## src/rtl/seq_pkg.sv

```systemverilog
// Shared definitions for the register-file sequencer: opcodes, instruction
// field positions and the FSM state type.
package seq_pkg;

    localparam logic [3:0] OP_NOP = 4'd0;
    localparam logic [3:0] OP_LDI = 4'd1;
    localparam logic [3:0] OP_ADD = 4'd2;
    localparam logic [3:0] OP_SUB = 4'd3;
    localparam logic [3:0] OP_AND = 4'd4;
    localparam logic [3:0] OP_OR  = 4'd5;
    localparam logic [3:0] OP_XOR = 4'd6;
    localparam logic [3:0] OP_MOV = 4'd7;
    localparam logic [3:0] OP_OUT = 4'd8;

    localparam int unsigned INSTR_W  = 16;
    localparam int unsigned OP_LSB   = 12;
    localparam int unsigned OP_W     = 4;
    localparam int unsigned RD_LSB   = 9;
    localparam int unsigned RA_LSB   = 6;
    localparam int unsigned RB_LSB   = 3;
    localparam int unsigned ADRS_W   = 3;
    localparam int unsigned IMM_LSB  = 0;
    localparam int unsigned IMM_W    = 9;

    typedef enum logic [2:0] {
        StIdle,
        StRead,
        StExec,
        StWrite,
        StRetire
    } seq_state_t;

    function automatic logic op_is_legal(input logic [3:0] op);
        return op <= OP_OUT;
    endfunction

endpackage

```

## src/rtl/seq_alu.sv

```systemverilog
// Combinational datapath: ALU operations, MOV/OUT pass-through and LDI
// immediate extension.
module seq_alu
    import seq_pkg::*;
#(
    parameter int unsigned DATA_W     = 16,
    parameter bit          LDI_SIGNED = 1'b1
) (
    input  logic [3:0]        op,
    input  logic [DATA_W-1:0] a,
    input  logic [DATA_W-1:0] b,
    input  logic [8:0]        imm9,
    output logic [DATA_W-1:0] result
);

    logic [DATA_W-1:0] imm_ext;

    always_comb begin
        imm_ext = {{(DATA_W-9){LDI_SIGNED & imm9[8]}}, imm9};
        result  = '0;
        case (op)
            OP_LDI:         result = imm_ext;
            OP_ADD:         result = a + b;
            OP_SUB:         result = a - b;
            OP_AND:         result = a & b;
            OP_OR:          result = a | b;
            OP_XOR:         result = a ^ b;
            OP_MOV, OP_OUT: result = a;
            default:        result = '0;
        endcase
    end

endmodule

```

## src/rtl/regfile_sequencer.sv

```systemverilog
// Single-issue instruction sequencer driving an 8-entry register file.
// All outputs are registered from the next state (Moore).
module regfile_sequencer
    import seq_pkg::*;
#(
    parameter int unsigned DATA_W     = 16,
    parameter bit          LDI_SIGNED = 1'b1
) (
    input  logic              clock,
    input  logic              reset,
    input  logic              instr_valid,
    output logic              instr_ready,
    input  logic [15:0]       instr,
    output logic              rf_enable,
    output logic              rf_wr_en,
    output logic [2:0]        rf_rd_adrs,
    output logic [2:0]        rf_ra_adrs,
    output logic [2:0]        rf_rb_adrs,
    output logic [DATA_W-1:0] rf_data,
    input  logic [DATA_W-1:0] rf_ra_data,
    input  logic [DATA_W-1:0] rf_rb_data,
    output logic              result_valid,
    output logic [DATA_W-1:0] result_data,
    output logic              done,
    output logic              illegal
);

    seq_state_t state_q, state_d;

    logic [INSTR_W-1:0] instr_q;
    logic [INSTR_W-1:0] cur_instr;
    logic [OP_W-1:0]    cur_op;
    logic [ADRS_W-1:0]  cur_rd, cur_ra, cur_rb;
    logic [IMM_W-1:0]   cur_imm;
    logic [DATA_W-1:0]  alu_result;

    logic              ready_q, enable_q, wr_en_q, done_q, illegal_q, result_valid_q;
    logic [2:0]        rd_adrs_q, ra_adrs_q, rb_adrs_q;
    logic [DATA_W-1:0] data_q, result_data_q;

    // In IDLE the live instruction is decoded so LDI/NOP can branch on the accept edge.
    assign cur_instr = (state_q == StIdle) ? instr : instr_q;
    assign cur_op    = cur_instr[OP_LSB +: OP_W];
    assign cur_rd    = cur_instr[RD_LSB +: ADRS_W];
    assign cur_ra    = cur_instr[RA_LSB +: ADRS_W];
    assign cur_rb    = cur_instr[RB_LSB +: ADRS_W];
    assign cur_imm   = cur_instr[IMM_LSB +: IMM_W];

    seq_alu #(
        .DATA_W     (DATA_W),
        .LDI_SIGNED (LDI_SIGNED)
    ) u_alu (
        .op     (cur_op),
        .a      (rf_ra_data),
        .b      (rf_rb_data),
        .imm9   (cur_imm),
        .result (alu_result)
    );

    always_comb begin
        state_d = state_q;
        unique case (state_q)
            StIdle: begin
                if (instr_valid && ready_q) begin
                    if (cur_op == OP_NOP || !op_is_legal(cur_op)) begin
                        state_d = StRetire;
                    end else if (cur_op == OP_LDI) begin
                        state_d = StWrite;
                    end else begin
                        state_d = StRead;
                    end
                end
            end
            StRead:   state_d = StExec;
            StExec:   state_d = (cur_op == OP_OUT) ? StRetire : StWrite;
            StWrite:  state_d = StRetire;
            StRetire: state_d = StIdle;
            default:  state_d = StIdle;
        endcase
    end

    always_ff @(posedge clock) begin
        if (!reset) begin
            state_q        <= StIdle;
            instr_q        <= '0;
            ready_q        <= 1'b1;
            enable_q       <= 1'b0;
            wr_en_q        <= 1'b0;
            done_q         <= 1'b0;
            illegal_q      <= 1'b0;
            result_valid_q <= 1'b0;
            rd_adrs_q      <= '0;
            ra_adrs_q      <= '0;
            rb_adrs_q      <= '0;
            data_q         <= '0;
            result_data_q  <= '0;
        end else begin
            state_q <= state_d;
            if (state_q == StIdle && instr_valid && ready_q) begin
                instr_q <= instr;
            end
            ready_q        <= (state_d == StIdle);
            enable_q       <= (state_d == StRead) || (state_d == StWrite);
            wr_en_q        <= (state_d == StWrite);
            done_q         <= (state_d == StRetire);
            illegal_q      <= (state_d == StRetire) && !op_is_legal(cur_op);
            result_valid_q <= (state_q == StExec) && (cur_op == OP_OUT);
            if (state_q == StExec && cur_op == OP_OUT) begin
                result_data_q <= rf_ra_data;
            end
            if (state_d == StRead) begin
                ra_adrs_q <= cur_ra;
                rb_adrs_q <= cur_rb;
            end
            // Covers both EXEC->WRITE (ALU result) and IDLE->WRITE (LDI immediate).
            if (state_d == StWrite) begin
                rd_adrs_q <= cur_rd;
                data_q    <= alu_result;
            end
        end
    end

    assign instr_ready  = ready_q;
    assign rf_enable    = enable_q;
    assign rf_wr_en     = wr_en_q;
    assign rf_rd_adrs   = rd_adrs_q;
    assign rf_ra_adrs   = ra_adrs_q;
    assign rf_rb_adrs   = rb_adrs_q;
    assign rf_data      = data_q;
    assign result_valid = result_valid_q;
    assign result_data  = result_data_q;
    assign done         = done_q;
    assign illegal      = illegal_q;

endmodule
```

## config.mk

```make
export PLATFORM = sky130hd
export DESIGN_NAME = regfile_sequencer
export DESIGN_NICKNAME = d
export VERILOG_FILES = /design/src/rtl/seq_pkg.sv /design/src/rtl/seq_alu.sv /design/src/rtl/regfile_sequencer.sv
export SDC_FILE = /design/constraint.sdc
export NUM_CORES = 1
export LEC_CHECK = 0
export BUFFER_PORTS_ARGS = -buffer_cell sky130_fd_sc_hd__buf_2
export CAP_MARGIN = 30
export CORE_UTILIZATION = 55
export CTS_CLUSTER_SIZE = 20
export DETAILED_ROUTE_END_ITERATION = 16
export HOLD_SLACK_MARGIN = 0.02
export MAX_ROUTING_LAYER = met4
export PLACE_DENSITY = 0.77
export SYNTH_ARGS = -nofsm -noshare
export SYNTH_HDL_FRONTEND = slang
export SYNTH_SLANG_ARGS = --single-unit
```

## constraint.sdc

```tcl
create_clock -name clock -period 5.25 [get_ports clock]
set_clock_uncertainty 0.2 [all_clocks]
set_input_delay 0.525 -clock clock [delete_from_list [all_inputs] [get_ports clock]]
set_output_delay 0.525 -clock clock [all_outputs]
set_load 0.05 [all_outputs]
```

# Word-level counts from Yosys, hierarchy flattened

Index checks and enable logic that the tools add are counted.

Add/sub/neg operators: 2
$lt $le $gt $ge: 1
Eq/ne operators: 14
Multiplexer cells: 7
Bitwise operators: 3
Reduce and logical (&&, ||, !) cells: 12

Operator list:

| operator                                                         | number |
|---|---|
| 16-bit case mux with 7 select lines                              | 1 |
| 16-bit adder                                                     | 1 |
| 16-bit AND                                                       | 1 |
| 4-bit by 3-bit == test with 1-bit output (second input constant) | 4 |
| 16-bit 2-to-1 mux                                                | 1 |
| 16-bit OR                                                        | 1 |
| 16-bit subtractor                                                | 1 |
| 16-bit bitwise XOR                                               | 1 |
| 3-bit case mux with 4 select lines                               | 1 |
| 3-bit by 2-bit == test with 1-bit output (second input constant) | 3 |
| 3-bit 2-to-1 mux                                                 | 3 |
| 4-bit by 2-bit == test with 1-bit output (second input constant) | 2 |
| 3-bit by 1-bit == test with 1-bit output (second input constant) | 2 |
| 3-bit zero test                                                  | 2 |
| 1-bit logical AND                                                | 5 |
| 4-bit by 1-bit == test with 1-bit output (second input constant) | 1 |
| 4-bit == test (second input constant)                            | 1 |
| 4-bit <= comparator (second input constant)                      | 1 |
| 4-bit zero test                                                  | 1 |
| 3-bit == test (second input constant)                            | 1 |
| 1-bit logical OR                                                 | 2 |
| 2-bit 2-to-1 mux                                                 | 1 |
| 2-bit OR reduction                                               | 1 |
| 1-bit zero test                                                  | 1 |

Bits in registers: 66
Bits of input ports: 51
Output and inout port bits: 47
Word-level logic and storage cells: 52

# Longest topological paths before layout

Word-level depth: 10
Gate-level depth with buffers: 16

# By module

A second synthesis with hierarchy kept.

Cells, all modules: 600
Area, all modules: 4,944.7 µm²

By module, submodules not included:

| module            | instances | cells each | area each (µm²) |
|---|---|---|---|
| regfile_sequencer | 1         | 298        | 2,743.9 |
| seq_alu           | 1         | 302        | 2,200.9 |

# Worst setup path after synthesis

Ideal clock, no wire load.

Path type: reg2reg
Start point: reg state_q[0]
End point: reg data_q[14] (netlist: rf_data[14])
Library setup time: 0.126 ns
Arrival: 3.493 ns
Required time: 4.924 ns
Setup slack: 1.431 ns
Cell stages (with the launch flop): 16
Period minus slack after synthesis: 3.819 ns
Cell sequence: dfxtp_1 > or3_4 > buf_6 > mux2i_4 > or2_1 > buf_4 > nor2_1 > a21oi_1 > fa_1 > a211oi_1 > o211ai_1 > a41oi_1 > nor2b_1 > a221oi_1 > xor2_1 > o21ai_0

Word-level cells in the longest chain between the ends: 9
Elaborated cells on any way between the ends: 25
Those cells by class: order compare: 1; eq/ne: 12; mux: 7; reduce/logical: 5

Ends and longest elaborated chain:

| element                                  | line                                             | text |
|---|---|---|
| start: declaration                       | regfile_sequencer.sv:28                          | `seq_state_t state_q, state_d;` |
| start signal: assignment                 | regfile_sequencer.sv:84                          | `state_q <= StIdle;` |
| start signal: assignment                 | regfile_sequencer.sv:98                          | `state_q <= state_d;` |
| 3-bit zero test                          | regfile_sequencer.sv:42, regfile_sequencer.sv:62 |  |
| 16-bit 2-to-1 mux                        | regfile_sequencer.sv:42                          | `assign cur_instr = (state_q == StIdle) ? instr : instr_q;` |
| 4-bit <= comparator                      | seq_pkg.sv:34                                    | `return op <= OP_OUT;` |
| 1-bit zero test                          | regfile_sequencer.sv:65                          | `if (cur_op == OP_NOP \|\| !op_is_legal(cur_op)) begin` |
| 1-bit logical OR                         | regfile_sequencer.sv:65                          |  |
| 3-bit 2-to-1 mux                         | regfile_sequencer.sv:65                          |  |
| 3-bit 2-to-1 mux                         | regfile_sequencer.sv:64                          | `if (instr_valid && ready_q) begin` |
| 3-bit case mux with 4 select lines       | regfile_sequencer.sv:62                          | `unique case (state_q)` |
| 3-bit by 2-bit == test with 1-bit output | regfile_sequencer.sv:116                         | `if (state_d == StWrite) begin` |
| end signal: assignment                   | regfile_sequencer.sv:118                         | `data_q <= alu_result;` |
| end: declaration                         | regfile_sequencer.sv:39                          | `logic [DATA_W-1:0] data_q, result_data_q;` |

Several ways; a longest one is shown, not always the timed one.
A chain may end at the register's enable or synchronous reset.

# Worst setup path in the final report

Same ends and word-level chain as after synthesis.

==> results.sh <==
export IMPL_status="finished, final reports clean"
export IMPL_syn_area_per_cell_um2=7.88
export IMPL_cts_sinks=66
export IMPL_syn_area_um2=4670
export IMPL_fin_crit_ps=4170
export IMPL_die_w_um=94.1
export IMPL_seq_area_um2=1320
export IMPL_boundaryPins=98
export IMPL_synth_nets=692
export IMPL_tns_ps=0
export IMPL_internal_power_w=0.00133
export IMPL_met3_usage=0.0469
export IMPL_hold_viol=0
export IMPL_tightest_slew_ps=1040
export IMPL_place_gp_congestion=0.942
export IMPL_seq_power_share=0.258
export IMPL_wl_mm=13.4
export IMPL_grt_busiest_layer="met2"
export IMPL_async_reset_ff_frac=0
export IMPL_dpl_hpwl_mm=9.94
export IMPL_dr_pass1_iters=5
export IMPL_power_density_nw_per_um2=478
export IMPL_comb_power_share=0.566
export IMPL_post_place_ws_ps=990
export IMPL_grt_max_degree=49
export IMPL_viasPerCell=5.87
export IMPL_area_growth_pct=16.0
export IMPL_min_path_cells=3
export IMPL_synth_distinct_cells=68
export IMPL_yosysTopAreaCell="dfxtp_1"
export IMPL_setup_ws_ps=1080
export IMPL_placed_area_um2=5210
export IMPL_rows=33
export IMPL_cp_max_fo=12
export IMPL_r2r_end="rf_data[14]"
export IMPL_synthCells=592
export IMPL_stdcell_area_um2=5410
export IMPL_cts_tree="built"
export IMPL_end_kind="flip-flop"
export IMPL_cts_root_buf="clkbuf_8"
export IMPL_grt_pass1_vias=4321
export IMPL_max_cap_violations=0
export IMPL_timing_rr_start="state_q[0]"
export IMPL_vdd_drop_max_v=0.000225
export IMPL_antenna_found_initial=0
export IMPL_ys_seq_area_frac=0.283
export IMPL_hold_class="in -> reg"
export IMPL_drive_above_1_share=0.207
export IMPL_min_from="instr[7]"
export IMPL_synth_top_area_share=0.283
export IMPL_drt_wirelength_per_cell_um=16.9
export IMPL_synth_edf_count=0
export IMPL_clk_pin_slew_ps=80
export IMPL_clockPowerShare=0.175
export IMPL_reg2reg_depth=13
export IMPL_clk_latency_ps=340
export IMPL_maxSlewHeadroom=0.305
export IMPL_r2r_slack_ps=1080
export IMPL_p_switching_w=0.00126
export IMPL_antenna_left=0
export IMPL_cts_path_max_buffers=2
export IMPL_yosys_top_cells_area="dfxtp_1 28%, ha_1 13%, nand2_1 9.3%"
export IMPL_post_cts_resized=0
export IMPL_synth_main_ff_cell="dfxtp_1"
export IMPL_drcViolationCount=0
export IMPL_nNetsFinal=781
export IMPL_htree_levels=3
export IMPL_ctsHoldBuffers=0
export IMPL_drt_iter0_markers=272
export IMPL_report_final_slew_viol_count=0
export IMPL_p_leak_nw=2.43
export IMPL_port_buffer_count=97
export IMPL_coreArea_um2=8220
export IMPL_worstPathArrival_ps=4200
export IMPL_max_freq_mhz=240
export IMPL_p_sw_frac=0.487
export IMPL_finalSetupViolCount=0
export IMPL_post_route_period_util=0.793
export IMPL_fill_cells=753
export IMPL_ys_seq_elements=66
export IMPL_cts_inserted_buffers=9
export IMPL_grt_use_met2=0.547
export IMPL_yosysWarnings=0
export IMPL_grt_overflow_total=0
export IMPL_rsz0062_at_grt="false"
export IMPL_crit_required_ps=5290
export IMPL_grt_usage=0.322
export IMPL_vias=4640
export IMPL_hold_end="instr_q[7]"
export IMPL_start_util=0.568
export IMPL_antenna_cells=0
export IMPL_die_y_um=94.1
export IMPL_dieArea_um2=8860
export IMPL_use_met1=0.381
export IMPL_critical_path_class="reg -> reg"
export IMPL_multi_input_area_um2=3090
export IMPL_grt_pass1_wl_mm=21.4
export IMPL_startpoint_type="flip-flop"
export IMPL_post_cts_buffers=0
kinds of logic (layout without fill, tap and decap cells):
group / after synthesis / in the layout / share of synthesized area
AND/OR/NAND/NOR: 209 / 209 / 0.202
buffers and inverters: 61 / 155 / 0.0550
AO/OA/AOI/OAI: 166 / 166 / 0.240
XOR/XNOR: 27 / 27 / 0.0507
adder cells (fa/ha/maj): 49 / 49 / 0.133
flip-flops: 66 / 66 / 0.283
multiplexers: 14 / 14 / 0.0359
worst max-delay path by stage:
stage                     startpoint           to  slack (ps)  cells past startpoint
after global placement     instr[14]  rf_data[14]        1060                     14
after floorplan           state_q[0]  rf_data[14]        1430                     15
final                     state_q[0]  rf_data[14]        1080                     13
after detailed placement   instr[14]  rf_data[14]         990                     14
after CTS                 state_q[0]  rf_data[14]        1100                     13
after global routing      state_q[0]  rf_data[14]         780                     13
critical path, cell delays in order (launching register included):
cell      delay (ps)
dfxtp_1          380
or3_4            520
mux2i_4          260
or2_1            400
nor2_1           140
a21oi_1           80
fa_1             470
a211oi_1         340
o211ai_1         190
a41oi_1          330
nor2b_1          120
a221oi_1         350
xor2_1           180
o21ai_0          100
cells in the final DEF (no fill, tap or decap), types with 4 or more instances in the layout:
cell,count
nand2_1,116
buf_2,97
a21oi_1,69
dfxtp_1,66
ha_1,48
nor2_1,44
inv_1,36
xnor2_1,21
o21ai_0,18
a211oi_1,11
mux2i_1,10
clkbuf_8,10
nand3_1,8
nand2b_1,7
nor3_1,6
a21o_1,6
a221oi_1,6
xor2_1,6
o21ai_1,6
a22oi_1,6
buf_4,6
o2111ai_1,5
o22a_1,5
a31o_2,4
layer usage:
layer,vias up,part of all wire
met5,-,0
met4,0,0.031
met3,27,0.060
met2,179,0.49
met1,2170,0.42
li1,2264,-
synthesized netlist by cell type, types with 2 or more instances:
library cell / count
and3_1: 2
mux2i_4: 2
a211oi_1: 11
nor3b_1: 3
a21oi_1: 69
a31oi_1: 3
o211ai_1: 3
mux2_2: 2
nand3b_1: 2
dfxtp_1: 66
xor2_1: 6
nor3_1: 6
a22oi_1: 6
o21ai_1: 6
or3_1: 3
mux2i_1: 10
nand2_1: 116
clkbuf_1: 14
nor2_1: 44
buf_6: 2
nor4b_1: 2
xnor2_1: 21
o2111ai_1: 5
o21ai_0: 18
nand2b_1: 7
nor2b_1: 3
a31o_2: 4
a21o_1: 6
inv_1: 36
a221oi_1: 6
a311oi_2: 3
ha_1: 48
buf_2: 7
or4_1: 2
o31ai_1: 2
nand3_1: 8
a41oi_1: 3
o22a_1: 5
final cells by class:
class / count / area share
multi-input combinational: 465 / 0.571
sequential: 66 / 0.244
timing repair buffer: 103 / 0.0980
clock buffer: 11 / 0.0261
inverter: 36 / 0.0250
tap: 105 / 0.0243
clock inverter: 5 / 0.0118
per-stage QoR:
| step | power, W | hold slack, ps | cells | util |
|---|---|---|---|---|
| final | 0.00259 | 222 | 791 | 0.659 |
| after global routing | 0.00275 | 226 | 791 | 0.659 |
| after CTS | 0.00258 | 221 | 791 | 0.659 |
| after detailed placement | 0.00213 | 240 | 775 | 0.634 |
| after global placement | 0.00210 | 231 | 775 | 0.634 |
| after floorplan | 0.00180 | 236 | 592 | - |
sequential cells by signal (all words and copies together), names as in the netlist, 3 cells and up:
name / count
instr_q: 16
result_data: 16
rf_data: 16
rf_ra_adrs: 3
rf_rb_adrs: 3
rf_rd_adrs: 3
state_q: 3
power groups by stage:
stage	clock (W)	combinational, W	sequential [W]
2_1_floorplan	0	0.000924	0.000878
3_3_place_gp	0	0.00142	0.000673
3_5_place_dp	0	0.00145	0.000679
4_1_cts	0.000454	0.00145	0.000668
5_1_grt	0.000483	0.00159	0.000683
6_report	0.000454	0.00147	0.000669
Note: power is estimated with default switching activity, not from simulation.
